--- src/rtl/fma16_pkg.sv ---
// Shared definitions for the binary16 divider: field widths, constants,
// flag bit positions and the sequencing state type.
package fma16_pkg;

  localparam int EXP_W  = 5;
  localparam int FRAC_W = 10;
  localparam int MANT_W = FRAC_W + 1;
  localparam int QUO_W  = MANT_W + 2;
  localparam int BIAS   = 15;

  localparam logic [EXP_W-1:0] EXP_MAX = 5'h1F;
  localparam logic [15:0]      QNAN    = 16'h7E00;

  localparam int FLAG_INVALID   = 4;
  localparam int FLAG_DIVZERO   = 3;
  localparam int FLAG_OVERFLOW  = 2;
  localparam int FLAG_UNDERFLOW = 1;
  localparam int FLAG_INEXACT   = 0;

  typedef enum logic [1:0] {
    IDLE  = 2'd0,
    DIV   = 2'd1,
    ROUND = 2'd2,
    DONE  = 2'd3
  } state_t;

endpackage

--- src/rtl/fma16_fdiv_special.sv ---
// Operand classification for the divider; decides whether the quotient is
// fully determined by operand class and, if so, its value and flags.
module fma16_fdiv_special
  import fma16_pkg::*;
(
  input  logic [15:0] x,
  input  logic [15:0] y,
  output logic        special,
  output logic [15:0] result,
  output logic [4:0]  flags
);

  logic sign;
  logic zero_x, inf_x, nan_x, snan_x;
  logic zero_y, inf_y, nan_y, snan_y;

  // Subnormals land in the zero class: exponent field alone decides.
  assign zero_x = (x[14:10] == '0);
  assign inf_x  = (x[14:10] == EXP_MAX) && (x[9:0] == '0);
  assign nan_x  = (x[14:10] == EXP_MAX) && (x[9:0] != '0);
  assign snan_x = nan_x && !x[9];
  assign zero_y = (y[14:10] == '0);
  assign inf_y  = (y[14:10] == EXP_MAX) && (y[9:0] == '0);
  assign nan_y  = (y[14:10] == EXP_MAX) && (y[9:0] != '0);
  assign snan_y = nan_y && !y[9];
  assign sign   = x[15] ^ y[15];

  always_comb begin
    special = 1'b1;
    result  = '0;
    flags   = '0;
    if (nan_x || nan_y) begin
      result              = QNAN;
      flags[FLAG_INVALID] = snan_x || snan_y;
    end else if ((zero_x && zero_y) || (inf_x && inf_y)) begin
      result              = QNAN;
      flags[FLAG_INVALID] = 1'b1;
    end else if (inf_x) begin
      result = {sign, EXP_MAX, 10'd0};
    end else if (zero_y) begin
      result              = {sign, EXP_MAX, 10'd0};
      flags[FLAG_DIVZERO] = 1'b1;
    end else if (inf_y || zero_x) begin
      result = {sign, 15'd0};
    end else begin
      special = 1'b0;
    end
  end

endmodule

--- src/rtl/fma16_fdiv.sv ---
// Sequential binary16 divider: restoring quotient, one bit per cycle,
// round-to-nearest-even with flush-to-zero on both inputs and outputs.
//
// state | meaning
// IDLE  | waiting for start; specials resolve straight to DONE
// DIV   | one restoring quotient bit per cycle, count runs 13 -> 1
// ROUND | RNE rounding, exponent range check, result/flags latched
// DONE  | done pulse, result/flags valid
module fma16_fdiv
  import fma16_pkg::*;
(
  input  logic        clk,
  input  logic        reset,
  input  logic        start,
  input  logic [15:0] x,
  input  logic [15:0] y,
  output logic        busy,
  output logic        done,
  output logic [15:0] result,
  output logic [4:0]  flags
);

  state_t state, state_next;

  logic [MANT_W:0]       rem;
  logic [MANT_W-1:0]     dvs;
  logic [QUO_W-1:0]      quo;
  logic signed [6:0]     exp_q;
  logic                  sign_q;
  logic [3:0]            count;
  logic [15:0]           result_q;
  logic [4:0]            flags_q;

  logic                  sp_special;
  logic [15:0]           sp_result;
  logic [4:0]            sp_flags;

  fma16_fdiv_special u_special (
    .x       (x),
    .y       (y),
    .special (sp_special),
    .result  (sp_result),
    .flags   (sp_flags)
  );

  logic [MANT_W-1:0] mx, my;
  logic              mx_lt;
  logic signed [6:0] exp_init;

  assign mx       = {1'b1, x[9:0]};
  assign my       = {1'b1, y[9:0]};
  assign mx_lt    = (mx < my);
  assign exp_init = $signed({2'b00, x[14:10]}) - $signed({2'b00, y[14:10]})
                  + 7'sd15 - $signed({6'd0, mx_lt});

  // Remainder stays below 2*divisor, so the shifted difference fits 12 bits.
  logic              ge;
  logic [MANT_W:0]   diff;
  logic [MANT_W:0]   rem_next;

  assign ge       = (rem >= {1'b0, dvs});
  assign diff     = rem - {1'b0, dvs};
  assign rem_next = ge ? {diff[MANT_W-1:0], 1'b0} : {rem[MANT_W-1:0], 1'b0};

  logic              guard, rnd, sticky, round_up, carry, inexact;
  logic [MANT_W:0]   sum;
  logic signed [6:0] exp_r;
  logic [15:0]       round_result;
  logic [4:0]        round_flags;

  assign guard    = quo[1];
  assign rnd      = quo[0];
  assign sticky   = |rem;
  assign round_up = guard && (rnd || sticky || quo[2]);
  assign sum      = {1'b0, quo[QUO_W-1:2]} + {{MANT_W{1'b0}}, round_up};
  assign carry    = sum[MANT_W];
  assign exp_r    = exp_q + $signed({6'd0, carry});
  assign inexact  = guard || rnd || sticky;

  always_comb begin
    round_result = '0;
    round_flags  = '0;
    if (exp_r >= 7'sd31) begin
      round_result                = {sign_q, EXP_MAX, 10'd0};
      round_flags[FLAG_OVERFLOW]  = 1'b1;
      round_flags[FLAG_INEXACT]   = 1'b1;
    end else if (exp_r <= 7'sd0) begin
      round_result                = {sign_q, 15'd0};
      round_flags[FLAG_UNDERFLOW] = 1'b1;
      round_flags[FLAG_INEXACT]   = 1'b1;
    end else begin
      // A carry to 2.0 leaves an all-zero fraction after the shift.
      round_result              = {sign_q, exp_r[4:0], carry ? 10'd0 : sum[9:0]};
      round_flags[FLAG_INEXACT] = inexact;
    end
  end

  always_ff @(posedge clk) begin
    if (reset) state <= IDLE;
    else       state <= state_next;
  end

  always_comb begin
    state_next = state;
    case (state)
      IDLE:    if (start) state_next = sp_special ? DONE : DIV;
      DIV:     if (count == 4'd1) state_next = ROUND;
      ROUND:   state_next = DONE;
      DONE:    state_next = IDLE;
      default: state_next = IDLE;
    endcase
  end

  always_ff @(posedge clk) begin
    if (reset) begin
      rem      <= '0;
      dvs      <= '0;
      quo      <= '0;
      exp_q    <= '0;
      sign_q   <= 1'b0;
      count    <= '0;
      result_q <= '0;
      flags_q  <= '0;
    end else begin
      case (state)
        IDLE: begin
          if (start) begin
            if (sp_special) begin
              result_q <= sp_result;
              flags_q  <= sp_flags;
            end else begin
              rem    <= mx_lt ? {mx, 1'b0} : {1'b0, mx};
              dvs    <= my;
              quo    <= '0;
              exp_q  <= exp_init;
              sign_q <= x[15] ^ y[15];
              count  <= 4'd13;
            end
          end
        end
        DIV: begin
          quo   <= {quo[QUO_W-2:0], ge};
          rem   <= rem_next;
          count <= count - 4'd1;
        end
        ROUND: begin
          result_q <= round_result;
          flags_q  <= round_flags;
        end
        default: ;
      endcase
    end
  end

  assign busy   = (state != IDLE);
  assign done   = (state == DONE);
  assign result = result_q;
  assign flags  = flags_q;

endmodule

--- config.mk ---
export PLATFORM = sky130hd
export DESIGN_NAME = fma16_fdiv
export DESIGN_NICKNAME = d
export VERILOG_FILES = /design/src/rtl/fma16_pkg.sv /design/src/rtl/fma16_fdiv_special.sv /design/src/rtl/fma16_fdiv.sv
export SDC_FILE = /design/constraint.sdc
export NUM_CORES = 1
export LEC_CHECK = 0
export BUFFER_PORTS_ARGS = -buffer_cell sky130_fd_sc_hd__buf_2
export CORE_ASPECT_RATIO = 1.1
export CORE_UTILIZATION = 34
export CTS_BUF_LIST = sky130_fd_sc_hd__clkbuf_8 sky130_fd_sc_hd__clkbuf_16
export DETAILED_ROUTE_END_ITERATION = 6
export HOLD_SLACK_MARGIN = 0.03
export MAX_ROUTING_LAYER = met4
export PLACE_DENSITY_LB_ADDON = 0.15
export SLEW_MARGIN = 20
export SYNTH_ARGS = -nofsm -noshare
export SYNTH_HDL_FRONTEND = slang
export SYNTH_SLANG_ARGS = --single-unit
--- constraint.sdc ---
create_clock -name clk -period 3.28 [get_ports clk]
set_input_delay 0.492 -clock clk [delete_from_list [all_inputs] [get_ports clk]]
set_output_delay 0.492 -clock clk [all_outputs]
set_load 0.03 [all_outputs]
==> flow_summary_export.csv <==
group,metric,value,unit
critical_path,r2r_setup_slack,310,ps
yosys,synth_area_leaders,"sky130_fd_sc_hd__dfxtp_1 30%, sky130_fd_sc_hd__ha_1 11%, sky130_fd_sc_hd__nand2_1 6.8%, sky130_fd_sc_hd__a21oi_1 5.9%, sky130_fd_sc_hd__inv_1 3.6%",
timing,timing.setup.tns,0,ps
min_path,timing.hold.worst_endpoint,"dvs[4]$_SDFFE_PP0P_",
yosys,seq_area_frac_synth,29.9,%
cells_and_area,fraction_of_final_layout_cells_sized_beyond_drive_strength_1,15.9,%
yosys,synth_area,4750,um^2
yosys,synth_largest_type_area_fraction,29.9,%
floorplan,placementRows,44,
detailed_routing,avgViaCountPerCell,5.16,
floorplan,fp.dieArea,14500,um^2
global_routing,grt_antenna_before_repair,0,
place,dpl_worst_slack,51.1,ps
global_routing,globalRoute.totalOverflow,0,
yosys,synth.ff_latch_count,71,
critical_path,regToRegStartpoint,"quo[2]$_SDFFE_PP0P_",
yosys,compound_gate_portion_of_the_synthesized_area,21.7,%
yosys,synth_mux_area_share,3.40,%
clock_network,maximum_buffer_depth_of_the_clock_tree,2,
yosys,ys_types,57,
critical_path,worst_r2r_endpoint,"result[8]$_SDFFE_PP0P_",
critical_path,crit_path_max_incr_delay,500,ps
place,routabilityCongestion,0.871,
detailed_routing,route.vias.total,4431,
detailed_routing,drtPass1Iterations,4,
min_path,min-delay-start,"y[4]",
pwr,vdd_drop_max,0.307,mV
yosys,post_synth_inst_count,608,
clock_network,numCtsBuffers,9,
yosys,synthArstFlopShare,0,%
floorplan,floorplan.die.width,115,um
yosys,synth-xor-area-share,3.87,%
clock_network,cts_num_sinks,71,
critical_path,critPathKind,"register to register",
clock_network,cts.reportedPaths.clkPinSlew,60,ps
yosys,syn-mean-instance-area,7.82,um^2
yosys,synth-edff-count,0,
clock_network,post_cts_hold_buffer_count,0,
clock_network,clock_tree.root_cell,"sky130_fd_sc_hd__clkbuf_16",
detailed_routing,wire_per_inst,15.1,um
critical_path,arrival,3240,ps
timing,unrepaired_setup_endpoints_after_global_routing,"no",
timing,maxSlewViolCount,0,
clock_network,tritoncts,"yes",
yosys,synth_top_family_by_area,"simple AND/OR/NAND/NOR gates",
run,max_cap_viol_count,0,
cells_and_area,final_net_count,748,
yosys,yosysMostFrequentCell,"sky130_fd_sc_hd__nand2_1",
detailed_routing,postRouteWirelength,13000,um
global_routing,grt_first_pass_wirelength,21600,um
global_routing,gr-usage-all-layers,19.6,%
floorplan,die_height,126,um
timing,timing.final.setup_violations,0,
timing,finalHoldViolCount,0,
timing,timing.final.crit_share,90.7,%
yosys,post_synth_and_or_nand_nor_area_fraction,23.3,%
critical_path,cell_chain_critical_path,"nand4_1, nor2_1, and3_1, and3_1, ha_1, ha_1, a311oi_1, a41o_1, nand4_1, nand3_1, or4_4, o2bb2ai_1",
clock_network,h-tree-depth,3,
place,placed_cell_area,5310,um^2
min_path,hold-path-cell-count,3,
place,place.port_buffers,57,
critical_path,worst_setup_path_start_kind,"register",
min_path,min-delay-path-class,"input port to register",
global_routing,via_count_of_the_first_global_routing_pass,4430,
timing,timing_worst_slew_pin_value,936,ps
timing,setup_slack,306,ps
yosys,synth_largest_area_cell,"sky130_fd_sc_hd__dfxtp_1",
critical_path,slowest_stage,"sky130_fd_sc_hd__or4_4",
yosys,synth_ff_type,"sky130_fd_sc_hd__dfxtp_1",
clock_network,clock_latency,330,ps
yosys,synthesis.yosys.warnings,0,
yosys,adder_and_majority_cell_fraction_of_the_synthesized_area,11.8,%
global_routing,grt_start_max_net_pins,42,
floorplan,placeable_core_region,13400,um^2
timing,max_clock_freq,336,MHz
pwr,pwr_dens,866,nW/um^2
cells_and_area,synthToLayoutAreaGrowth,19.2,%
timing,worst_slew_margin_rel,37.6,%
timing,finClkSkew,7.30,ps
pwr,static-leakage-power,2.39,nW
cells_and_area,fillCellCount,1430,
critical_path,critPathRequiredTime,3550,ps
critical_path,rr_worst_depth,12,
timing,final_period_minus_worst_setup_slack,2970,ps
critical_path,worst-path-max-fanout,8,
run_status,outcome,"complete, no violations",
detailed_routing,first_iter_violations,214,
floorplan,initial_utilization,35.4,%
critical_path,type_of_destination_of_the_critical_path,"register",
cells_and_area,finish.instance_area,5670,um^2
floorplan,io_pins,58,
yosys,synth.top_cells.by_count,"86 x sky130_fd_sc_hd__nand2_1, 71 x sky130_fd_sc_hd__dfxtp_1, 56 x sky130_fd_sc_hd__a21oi_1, 46 x sky130_fd_sc_hd__inv_1, 46 x sky130_fd_sc_hd__nor2_1",
detailed_routing,drcViolationCount,0,
detailed_routing,detail-route-antenna-nets,0,
cells_and_area,antenna_cells_inserted,0,
yosys,syn_nets,686,
place,dp_hpwl,10100,um
-- flip-flops by register name (all words and copies together) (netlist names) --
signal,flops
count,4
dvs,11
exp_q,7
sign_q,1
flags,5
quo,13
state,2
result,16
rem,12
-- per-stage QoR --
stage / utilization, % / cells / total power, mW / hold slack (ps)
6_report: 42.2 / 859 / 4.91 / 438
5_1_grt: 42.2 / 859 / 5.28 / 448
4_1_cts: 42.1 / 859 / 4.94 / 430
3_5_place_dp: 39.5 / 843 / 3.75 / 442
3_3_place_gp: 39.5 / 843 / 3.73 / 440
2_1_floorplan: - / 608 / 3.12 / 427
-- worst max-delay path, delay by kind of cell (launching register included) --
family / cells / cell delay [ps]
compound gates: 3 / 540
fa+ha+maj: 2 / 420
flops: 1 / 400
simple gates: 7 / 1550
-- final cells by class --
class / instances / area, um^2 / area share (%)
clock inverters: 6 / 115 / 2.03
multi-input cells: 465 / 3050 / 53.9
inverters: 46 / 173 / 3.05
well taps: 184 / 230 / 4.06
repair buffers: 77 / 435 / 7.68
clock buffers: 10 / 239 / 4.22
flip-flops and latches: 71 / 1420 / 25.1
-- layout by cell type, fill, tap and decap left out, types with 4 or more instances in the layout --
cell type                   count
sky130_fd_sc_hd__nand2_1       86
sky130_fd_sc_hd__nand4_1        7
sky130_fd_sc_hd__mux2i_1       12
sky130_fd_sc_hd__xnor2_1       12
sky130_fd_sc_hd__buf_2         57
sky130_fd_sc_hd__dfxtp_1       71
sky130_fd_sc_hd__o21a_1         7
sky130_fd_sc_hd__nor2_1        46
sky130_fd_sc_hd__o31ai_1        4
sky130_fd_sc_hd__a21oi_1       56
sky130_fd_sc_hd__a211oi_1      19
sky130_fd_sc_hd__clkbuf_16      9
sky130_fd_sc_hd__ha_1          40
sky130_fd_sc_hd__a21o_1         8
sky130_fd_sc_hd__xor2_1         9
sky130_fd_sc_hd__or3_1          6
sky130_fd_sc_hd__nand2b_1       8
sky130_fd_sc_hd__nand3_1       30
sky130_fd_sc_hd__o221ai_1       4
sky130_fd_sc_hd__o2bb2ai_1      8
sky130_fd_sc_hd__nor4_1         9
sky130_fd_sc_hd__nor3_1         7
sky130_fd_sc_hd__nor2b_1        5
sky130_fd_sc_hd__o211ai_1       6
sky130_fd_sc_hd__and3_1        10
sky130_fd_sc_hd__a31oi_1        4
sky130_fd_sc_hd__o21ai_0       13
sky130_fd_sc_hd__buf_4         20
sky130_fd_sc_hd__inv_1         46
sky130_fd_sc_hd__a311oi_1       5
-- kinds of logic after synthesis --
logic type / Yosys count
AO/OA/AOI/OAI: 153
XOR/XNOR: 21
adder cells (fa/ha/maj): 43
buffers and inverters: 72
flip-flops: 71
multiplexers: 15
AND/OR/NAND/NOR: 233
-- report_power, final --
group | internal [mW] | switching (mW) | leakage [nW]
Sequential | 1.03 | 0.158 | 0.578
Clock | 0.769 | 0.393 | 0.170
Combinational | 1.03 | 1.53 | 1.64
Total | 2.83 | 2.08 | 2.39
-- worst max path at each step --
stage / from / end / slack (ps) / cells after the start
finish: quo[2]$_SDFFE_PP0P_ / result[8]$_SDFFE_PP0P_ / 310 / 12
global route: quo[2]$_SDFFE_PP0P_ / result[12]$_SDFFE_PP0P_ / 20 / 12
CTS: quo[2]$_SDFFE_PP0P_ / result[8]$_SDFFE_PP0P_ / 170 / 11
detailed placement: y[8] / exp_q[5]$_SDFFE_PP0P_ / 50 / 16
global placement: y[2] / exp_q[5]$_SDFFE_PP0P_ / 80 / 16
floorplan: y[2] / exp_q[5]$_SDFFE_PP0P_ / 110 / 16
-- repair_timing --
action / 4_1_cts / 5_1_grt
buffers inserted: 0 / 0
resized for setup: 0 / 2
endpoints found under the setup margin: 0 / 9
-- per-layer routing --
layer | GRT usage [%] | wire length, um | up-vias
li1 | - | - | 2294
met1 | 24.4 | 6220 | 2041
met2 | 32.9 | 6160 | 81
met3 | 2.98 | 452 | 15
met4 | 5.19 | 148 | 0
met5 | - | 0 | -
Power figures use the tool's default switching activity.
